`src/rtl/maze_pkg.sv`:
```
// Maze constants shared by the tile arbiter, ghost and Pac-Man controllers.
// Direction codes double as the neighbour slot order.
package maze_pkg;

    localparam int XTILES = 30;
    localparam int YTILES = 33;

    typedef enum logic [1:0] {
        WALL = 2'b00,
        WKNP = 2'b01,
        WKRP = 2'b10,
        WKGH = 2'b11
    } tile_e;

    typedef enum logic [1:0] {
        DIR_RT = 2'b00,
        DIR_UP = 2'b01,
        DIR_DN = 2'b10,
        DIR_LT = 2'b11
    } dir_e;

    localparam logic [1:0] ST_IDLE  = 2'd0;
    localparam logic [1:0] ST_FETCH = 2'd1;
    localparam logic [1:0] ST_LAST  = 2'd2;

    function automatic logic [7:0] pack_tiles(input logic [1:0] rt, input logic [1:0] up,
                                              input logic [1:0] dn, input logic [1:0] lt);
        return {lt, dn, up, rt};
    endfunction

endpackage

```
`src/rtl/rr_arbiter.sv`:
```
// Combinational round-robin picker: first set request strictly after 'last', wrapping.
module rr_arbiter #(
    parameter int N  = 5,
    parameter int IW = $clog2(N)
) (
    input  logic [N-1:0]  req,
    input  logic [IW-1:0] last,
    output logic [N-1:0]  gnt,
    output logic [IW-1:0] id
);

    logic found;
    int   idx;

    always_comb begin
        gnt   = '0;
        id    = '0;
        found = 1'b0;
        idx   = 0;
        for (int i = 1; i <= N; i++) begin
            idx = (int'(last) + i) % N;
            if (!found && req[idx]) begin
                found    = 1'b1;
                gnt[idx] = 1'b1;
                id       = IW'(idx);
            end
        end
    end

endmodule

```
`src/rtl/maze_tile_arbiter.sv`:
```
// Shares the maze tile memory among Pac-Man and the ghosts: round-robin grant,
// four neighbour reads per grant, results held per requester in tile_info.
//
//   state    | meaning
//   ST_IDLE  | waiting for any req; grant and latch coordinates
//   ST_FETCH | k=0..3 drives neighbour address, captures previous slot
//   ST_LAST  | captures slot 3, writes tile_info[id], pulses done[id]
module maze_tile_arbiter import maze_pkg::*; #(
    parameter int N_REQ  = 5,
    parameter int XTILES = maze_pkg::XTILES,
    parameter int YTILES = maze_pkg::YTILES,
    parameter int AW     = 10
) (
    input  logic               clk,
    input  logic               rst,
    input  logic [N_REQ-1:0]   req,
    input  logic [N_REQ*7-1:0] xtile,
    input  logic [N_REQ*7-1:0] ytile,
    output logic [N_REQ-1:0]   done,
    output logic [N_REQ*8-1:0] tile_info,
    output logic               busy,
    output logic               mem_en,
    output logic [AW-1:0]      mem_addr,
    input  logic [1:0]         mem_rdata
);

    localparam int IW = $clog2(N_REQ);

    logic [1:0]       state_q;
    logic [1:0]       k_q;
    logic [IW-1:0]    id_q;
    logic [IW-1:0]    last_q;
    logic [N_REQ-1:0] gnt_q;
    logic [6:0]       x_q;
    logic [6:0]       y_q;
    logic             in_range_q;
    logic             prev_ok_q;
    logic [5:0]       slot_q;

    logic [N_REQ-1:0] gnt;
    logic [IW-1:0]    gnt_id;
    logic [6:0]       wx;
    logic [6:0]       wy;
    logic [6:0]       nx;
    logic [6:0]       ny;
    logic             slot_ok;
    logic [AW-1:0]    nb_addr;
    logic [1:0]       last_slot;

    rr_arbiter #(.N(N_REQ), .IW(IW)) u_rr (
        .req  (req),
        .last (last_q),
        .gnt  (gnt),
        .id   (gnt_id)
    );

    assign wx = xtile[7*int'(gnt_id) +: 7];
    assign wy = ytile[7*int'(gnt_id) +: 7];

    // Horizontal neighbours wrap through the tunnel; vertical ones past the edge read as wall.
    always_comb begin
        nx      = x_q;
        ny      = y_q;
        slot_ok = in_range_q;
        case (dir_e'(k_q))
            DIR_RT: nx = (x_q == 7'(XTILES-1)) ? 7'd0 : x_q + 7'd1;
            DIR_UP: begin
                ny      = y_q - 7'd1;
                slot_ok = in_range_q && (y_q != 7'd0);
            end
            DIR_DN: begin
                ny      = y_q + 7'd1;
                slot_ok = in_range_q && (y_q < 7'(YTILES-1));
            end
            default: nx = (x_q == 7'd0) ? 7'(XTILES-1) : x_q - 7'd1;
        endcase
    end

    assign nb_addr   = AW'(ny) * AW'(XTILES) + AW'(nx);
    assign mem_en    = (state_q == ST_FETCH) && slot_ok;
    assign mem_addr  = mem_en ? nb_addr : '0;
    assign busy      = (state_q != ST_IDLE);
    assign last_slot = prev_ok_q ? mem_rdata : WALL;

    always_ff @(posedge clk or posedge rst) begin
        if (rst) begin
            state_q    <= ST_IDLE;
            k_q        <= '0;
            id_q       <= '0;
            last_q     <= IW'(N_REQ-1);
            gnt_q      <= '0;
            x_q        <= '0;
            y_q        <= '0;
            in_range_q <= 1'b0;
            prev_ok_q  <= 1'b0;
            slot_q     <= '0;
            done       <= '0;
            tile_info  <= '0;
        end else begin
            done <= '0;
            case (state_q)
                ST_IDLE: begin
                    if (|req) begin
                        id_q       <= gnt_id;
                        last_q     <= gnt_id;
                        gnt_q      <= gnt;
                        x_q        <= wx;
                        y_q        <= wy;
                        in_range_q <= (wx < 7'(XTILES)) && (wy < 7'(YTILES));
                        k_q        <= '0;
                        state_q    <= ST_FETCH;
                    end
                end
                ST_FETCH: begin
                    // Read data lags the address by one cycle, so slot k-1 lands now.
                    if (k_q != 2'd0) begin
                        slot_q[2*(int'(k_q)-1) +: 2] <= last_slot;
                    end
                    prev_ok_q <= slot_ok;
                    k_q       <= k_q + 2'd1;
                    if (k_q == 2'd3) begin
                        state_q <= ST_LAST;
                    end
                end
                ST_LAST: begin
                    tile_info[8*int'(id_q) +: 8] <= pack_tiles(slot_q[1:0], slot_q[3:2],
                                                               slot_q[5:4], last_slot);
                    done    <= gnt_q;
                    state_q <= ST_IDLE;
                end
                default: state_q <= ST_IDLE;
            endcase
        end
    end

endmodule

```
`config.mk`:
```
export PLATFORM = sky130hd
export DESIGN_NAME = maze_tile_arbiter
export DESIGN_NICKNAME = d
export VERILOG_FILES = /design/src/rtl/maze_pkg.sv /design/src/rtl/rr_arbiter.sv /design/src/rtl/maze_tile_arbiter.sv
export SDC_FILE = /design/constraint.sdc
export NUM_CORES = 1
export LEC_CHECK = 0
export ABC_AREA = 1
export CAP_MARGIN = 25
export CORE_MARGIN = 10
export CORE_UTILIZATION = 60
export CTS_BUF_LIST = sky130_fd_sc_hd__clkbuf_8
export DETAILED_ROUTE_END_ITERATION = 16
export GPL_TIMING_DRIVEN = 0
export PLACE_DENSITY = 0.87
export SLEW_MARGIN = 40
export SYNTH_ARGS = -nofsm -noshare
export SYNTH_HDL_FRONTEND = slang
export SYNTH_SLANG_ARGS = --single-unit
```
`constraint.sdc`:
```
create_clock -name clk -period 15.6 [get_ports clk]
set_input_delay 3.12 -clock clk [delete_from_list [all_inputs] [get_ports clk]]
set_output_delay 3.12 -clock clk [all_outputs]
set_load 0.05 [all_outputs]
```
# --- Yosys cells after proc, flatten, opt, wreduce, memory -nomap -nowiden ---
# Cells that the tools add are included.
word_totals:
  wordCells: 148
  in_bits: 79
  output_inout_bits: 57
  ff_bits: 82
classes:
  shift: 6
  n_reduce_logical: 30
  n_eq_ne: 8
  div: 5
  order_cmp: 13
  add_sub_neg: 14
  multipliers: 2
  mux: 54
  bitwise: 4
op_table:
  columns: ["cell", "count"]
  rows:
  - ["$ge A32 B1 Y1 const B", 5]
  - ["$lt A32 B5 Y1 const B", 5]
  - ["$mod A32 B4 Y32 const B", 5]
  - ["$bwmux W40", 1]
  - ["$shift A8 B33 Y40 const A", 1]
  - ["$shiftx A8 B33 Y40", 1]
  - ["$shiftx A35 B32 Y7", 1]
  - ["$shiftx A35 B7 Y7", 1]
  - ["$neg A4 Y33", 1]
  - ["$neg A6 Y33", 1]
  - ["$shift A2 B33 Y6 const A", 1]
  - ["$shiftx A2 B33 Y6", 1]
  - ["$mux W5", 6]
  - ["$pmux W7 S2", 2]
  - ["$or A5 B5 Y5", 4]
  - ["$mux W1", 19]
  - ["$bmux W1 S3", 5]
  - ["$demux W1 S3", 5]
  - ["$mux W3", 5]
  - ["$add A7 B1 Y7 const B", 2]
  - ["$lt A7 B6 Y1 const B", 2]
  - ["$mux W7", 2]
  - ["$sub A7 B1 Y7 const B", 2]
  - ["$logic_and A1 B1 Y1", 13]
  - ["other kinds (27)", 45]

# --- Logic depth before layout (Yosys ltp) ---
logic_depth:
  word_depth: 22
  ltp_mapped: 42
  mapped_depth_nobuf: 41

# --- Cells and area by module ---
# Synthesis repeated with hierarchy kept, for this count alone.
hier_totals:
  cells_unflattened: 1190
  hier_area_um2: 8097.8
modules_own_cells:
  columns: ["mod", "cells_per_inst", "area_each_um2", "seq_area_each_um2", "instances"]
  rows:
  - ["maze_tile_arbiter", 761, 5726.7, 2003.2, 1]
  - ["rr_arbiter", 429, 2371.0, 0.0, 1]

# --- Least setup slack after synthesis ---
# No wires, ideal clock.
synth_timing:
  path_kind: "register to output"
  startpoint: "reg k_q[0]"
  endpoint: "out mem_addr[9]"
  arrival_time_ps: 5538
  t_required_ps: 12480
  path_buffers: 0
  stages_incl_launch_ff: 24
  setup_slack_ps: 6942
  path_cell_list: "dfrtp_1 -> inv_1 -> ha_1 -> inv_1 -> ha_1 -> a21oi_1 -> nor2_1 -> nor2_1 -> nor2_1 -> o21ai_0 -> o21ai_0 -> fa_1 -> inv_1 -> fa_1 -> ha_1 -> a21oi_1 -> nand2_1 -> xnor2_1 -> inv_1 -> ha_1 -> a21oi_1 -> nor2_1 -> and3_1 -> nor3_1"
synth_via:
  elab_chain_cells: 5
  word_cells_on_any_way: 11
  classes_between: "1 x add/sub; 1 x mul; 2 x eq/ne; 4 x mux; 3 x reduce/logical"
synth_lines:
  columns: ["element", "line", "text"]
  rows:
  - ["start, declared", "maze_tile_arbiter.sv:30", "logic [1:0] k_q;"]
  - ["start signal, assigned", "maze_tile_arbiter.sv:120", "k_q <= k_q + 2'd1;"]
  - ["$eq A2 B2 Y1 or $eq A2 B1 Y1 (tied branches)", "maze_tile_arbiter.sv:65", "case (dir_e'(k_q))"]
  - ["$pmux W7 S2 or $reduce_or A2 Y1 (tied branches)", null, null]
  - ["$mul A7 B4 Y9 or $pmux W7 S2 (tied branches)", "maze_tile_arbiter.sv:79, maze_tile_arbiter.sv:65", null]
  - ["$add A10 B7 Y10", "maze_tile_arbiter.sv:79", "assign nb_addr = AW'(ny) * AW'(XTILES) + AW'(nx);"]
  - ["$mux W10 (*)", "maze_tile_arbiter.sv:81", "assign mem_addr = mem_en ? nb_addr : '0;"]
  - ["end, declared", "maze_tile_arbiter.sv:23", "output logic [AW-1:0] mem_addr,"]
# Mark *: on every way between the ends. The rest lies on a longest branch, timed or not.

# --- Worst setup path after layout ---
# Ends and elaborated chain as after synthesis.

==> flow_summary.yaml <==
status:
  status: "finished, final reports clean"
clock_network:
  cts_hold_buffers: 0
  clk_pin_slew_ns: 0.09
  cts_max_level: 3
  cts_buffers: 9
  cts_tree: "built"
  cts_resized: 0
  ctsLongestPathBuffers: 2
  clk_latency_ns: 0.36
  clock_sinks: 80
  clock-root-buffer: "clkbuf_8"
  post_cts_buffers: 0
worst_setup_path:
  worst-path-buf-inv: 5
  cp_max_fo: 8
  r2r_cells: 39
  r2r-end: "in_range_q$_DFFE_PP0P_"
  timing.rr.start: "id_q[0]$_DFFE_PP0P_"
  crit_start: "k_q[0]$_DFFE_PP0P_"
  required_ns: 12.48
  critPathKind: "register to output port"
  critPathTopFamily: "adder cells"
  rrSetupSlack_ns: 9.45
  cp_cell_sequence: "inv_1 > ha_1 > inv_1 > ha_1 > a21oi_1 > nor2_1 > nor2_1 > nor2_1 > o21ai_0 > o21ai_1 > fa_1 > inv_1 > fa_1 > ha_1 > a21oi_1 > nand2_1 > xnor2_1 > inv_1 > ha_1 > a21oi_1 > nor2_1 > and3_1 > nor3_1 > clkdlybuf4s50_1"
  cp_slowest_stage_delay_ns: 0.83
  cp-start-kind: "register"
  endpoint_kind: "output port"
  cp.arrival_ns: 6.30
  cp_slowest_cell: "clkdlybuf4s50_1"
hold_path:
  min_delay_path_depth: 2
  min_to: "tile_info[36]$_DFFE_PP0P_"
  hp-class: "register to register"
  hold_start: "tile_info[36]$_DFFE_PP0P_"
die:
  fp.dieW_um: 132.1
  die_area_um2: 17460
  start_util_pct: 62.05
  core-area_um2: 12160
  rows: 40
  die_h_um: 132.1
  io_pins: 136
synthesis:
  yosysSeqAreaShare_pct: 26.55
  synth_warnings: 0
  netlist_area_um2: 7546
  synthDistinctLibCells: 52
  syn-mean-instance-area_um2: 6.866
  synth_edf_count: 0
  synth_area_leader_cell: "dfrtp_1"
  yosysTopAreaCellShare_pct: 26.20
  netlist_top_cells_area: "dfrtp_1, nand2_1, ha_1"
  synth_fp_nets: 1260
  synth_seq_cells: 80
  async_flop_share_pct: 100.0
  synth_flop_cell: "dfrtp_1"
  synth_cells: 1099
grt:
  grt_max_degree: 64
  grt_pass1_wl_mm: 36.94
  gr-usage-all-layers_pct: 24.86
  antenna_found_initial: 0
  grt_overflow: 0
  grt_pass1_vias: 7831
finish:
  final_cell_mix: "nand2_1, inv_1, clkdlybuf4s50_1, nand3_1, o21ai_0"
  n_fill_cell: 953
  nets: 1407
  diodes: 0
  multi_input_area_um2: 4811
  layout_commonest_cell: "nand2_1"
  fin_area_um2: 9356
  drive_above_1_share_pct: 6.160
  regArea_um2: 2003
  syn2layout_area_growth_pct: 23.99
placed_design:
  io_buffers: 135
  place_area_um2: 9140
  dpl.hpwl_mm: 18.10
  place_ws_ns: 6.638
  routabilityCongestion: 1.002
sta:
  finalHoldViolations: 0
  finalWorstSetupSlack_ns: 6.181
  tightest_slew_ns: 0.7684
  setup_viol: 0
  finClkSkew_ns: 0.006521
  max_freq_mhz: 106.2
  whs_ns: 0.4877
  fin_crit_ns: 9.419
  setup_tns_ns: 0
  slew_viol_final: 0
  grt_setup_unrepaired: "false"
  timing.final.crit_share_pct: 60.38
  relSlewSlack_pct: 48.23
job:
  drv_cap: 0
drt:
  drt-wirelength-per-cell_um: 16.01
  vias: 8116
  drt_pass1_iterations: 6
  vias_per_cell: 5.724
  wl_mm: 22.71
  ant_nets: 0
  drc: 0
  first_iter_violations: 797
-- layer usage --
metal	vias to the layer above	track usage, %	share of wire [%]
met5	-	0	0
met4	0	8.962	3.1
met3	66	7.813	10
met2	413	40.76	45
met1	3708	29.89	42
li1	3929	-	-
-- worst register-to-register path, delay by kind of cell, from the launching register on --
kind	cells	cell delay [ns]
adders and majority gates	3	1.04
and+or+nand+nor	26	2.62
AOI/OAI and AO/OA	1	0.13
buffers and inverters	9	1.54
DFF	1	0.74
-- cell families after synthesis --
family,Yosys count,synth area share (%)
muxes,1,0.1327
adders and majority gates,82,14.89
DFF,80,26.55
and+or+nand+nor,541,32.05
buffers and inverters,187,9.700
xor gates and xnor gates,21,2.437
AOI/OAI and AO/OA,187,14.24
-- cells in the mapped netlist (2+ instances only) --
library cell and instances:
a21oi_1 36, clkinv_1 3, o31ai_1 10, fa_1 13
a31oi_1 6, a211oi_1 2, inv_2 11, clkbuf_1 11
nor2_4 5, nor2_2 2, o21ai_0 98, ha_1 69
nand4_1 25, o21ai_1 2, nor2_1 82, a2111oi_0 3
o211ai_1 4, nand2_1 254, buf_4 3, dfrtp_1 79
nand3_2 4, nand2_2 16, nor4_1 2, nor3_1 16
o2111ai_1 2, o21a_1 2, inv_1 148, and3_1 2
buf_2 9, o32ai_1 2, o22ai_1 9, or2_2 3
xor2_1 15, nand3_1 126, xnor2_1 6, o221ai_1 2
a22oi_1 2
-- per-stage QoR --
stage                     instances  utilization, %
after floorplan                1099               -
after global placement         1402           74.89
after detailed placement       1403           75.15
after CTS                      1418           76.93
after global routing           1418           76.93
final                          1418           76.93
-- how the worst max path moves through the flow --
| stage | end | cells past startpoint |
|---|---|---|
| 4_1_cts | mem_addr[9] | 24 |
| 2_1_floorplan | mem_addr[9] | 23 |
| 3_5_place_dp | mem_addr[9] | 24 |
| 5_1_grt | mem_addr[9] | 24 |
| 3_3_place_gp | mem_addr[9] | 24 |
| 6_report | mem_addr[9] | 24 |
-- final cells by class --
type                            instances  area share, %
Multi-Input combinational cell        832          51.42
Inverter                              162          6.553
Sequential cell                        80          21.41
Tap cell                              168          2.247
Clock buffer                            9          1.324
Timing Repair Buffer                  136          14.74
Clock inverter                          6         0.9896
Buffer                                 25          1.324
-- registers in the layout (all words and copies together), names as in the netlist --
register,flops
done,5
gnt_q,5
id_q,3
in_range_q,1
k_q,2
last_q,1
prev_ok_q,1
slot_q,6
state_q,2
tile_info,40
x_q,7
y_q,7
Power is left out: the tool's default activity adds up to more than one toggle a clock period on the data nets, which glitch-free logic cannot reach.
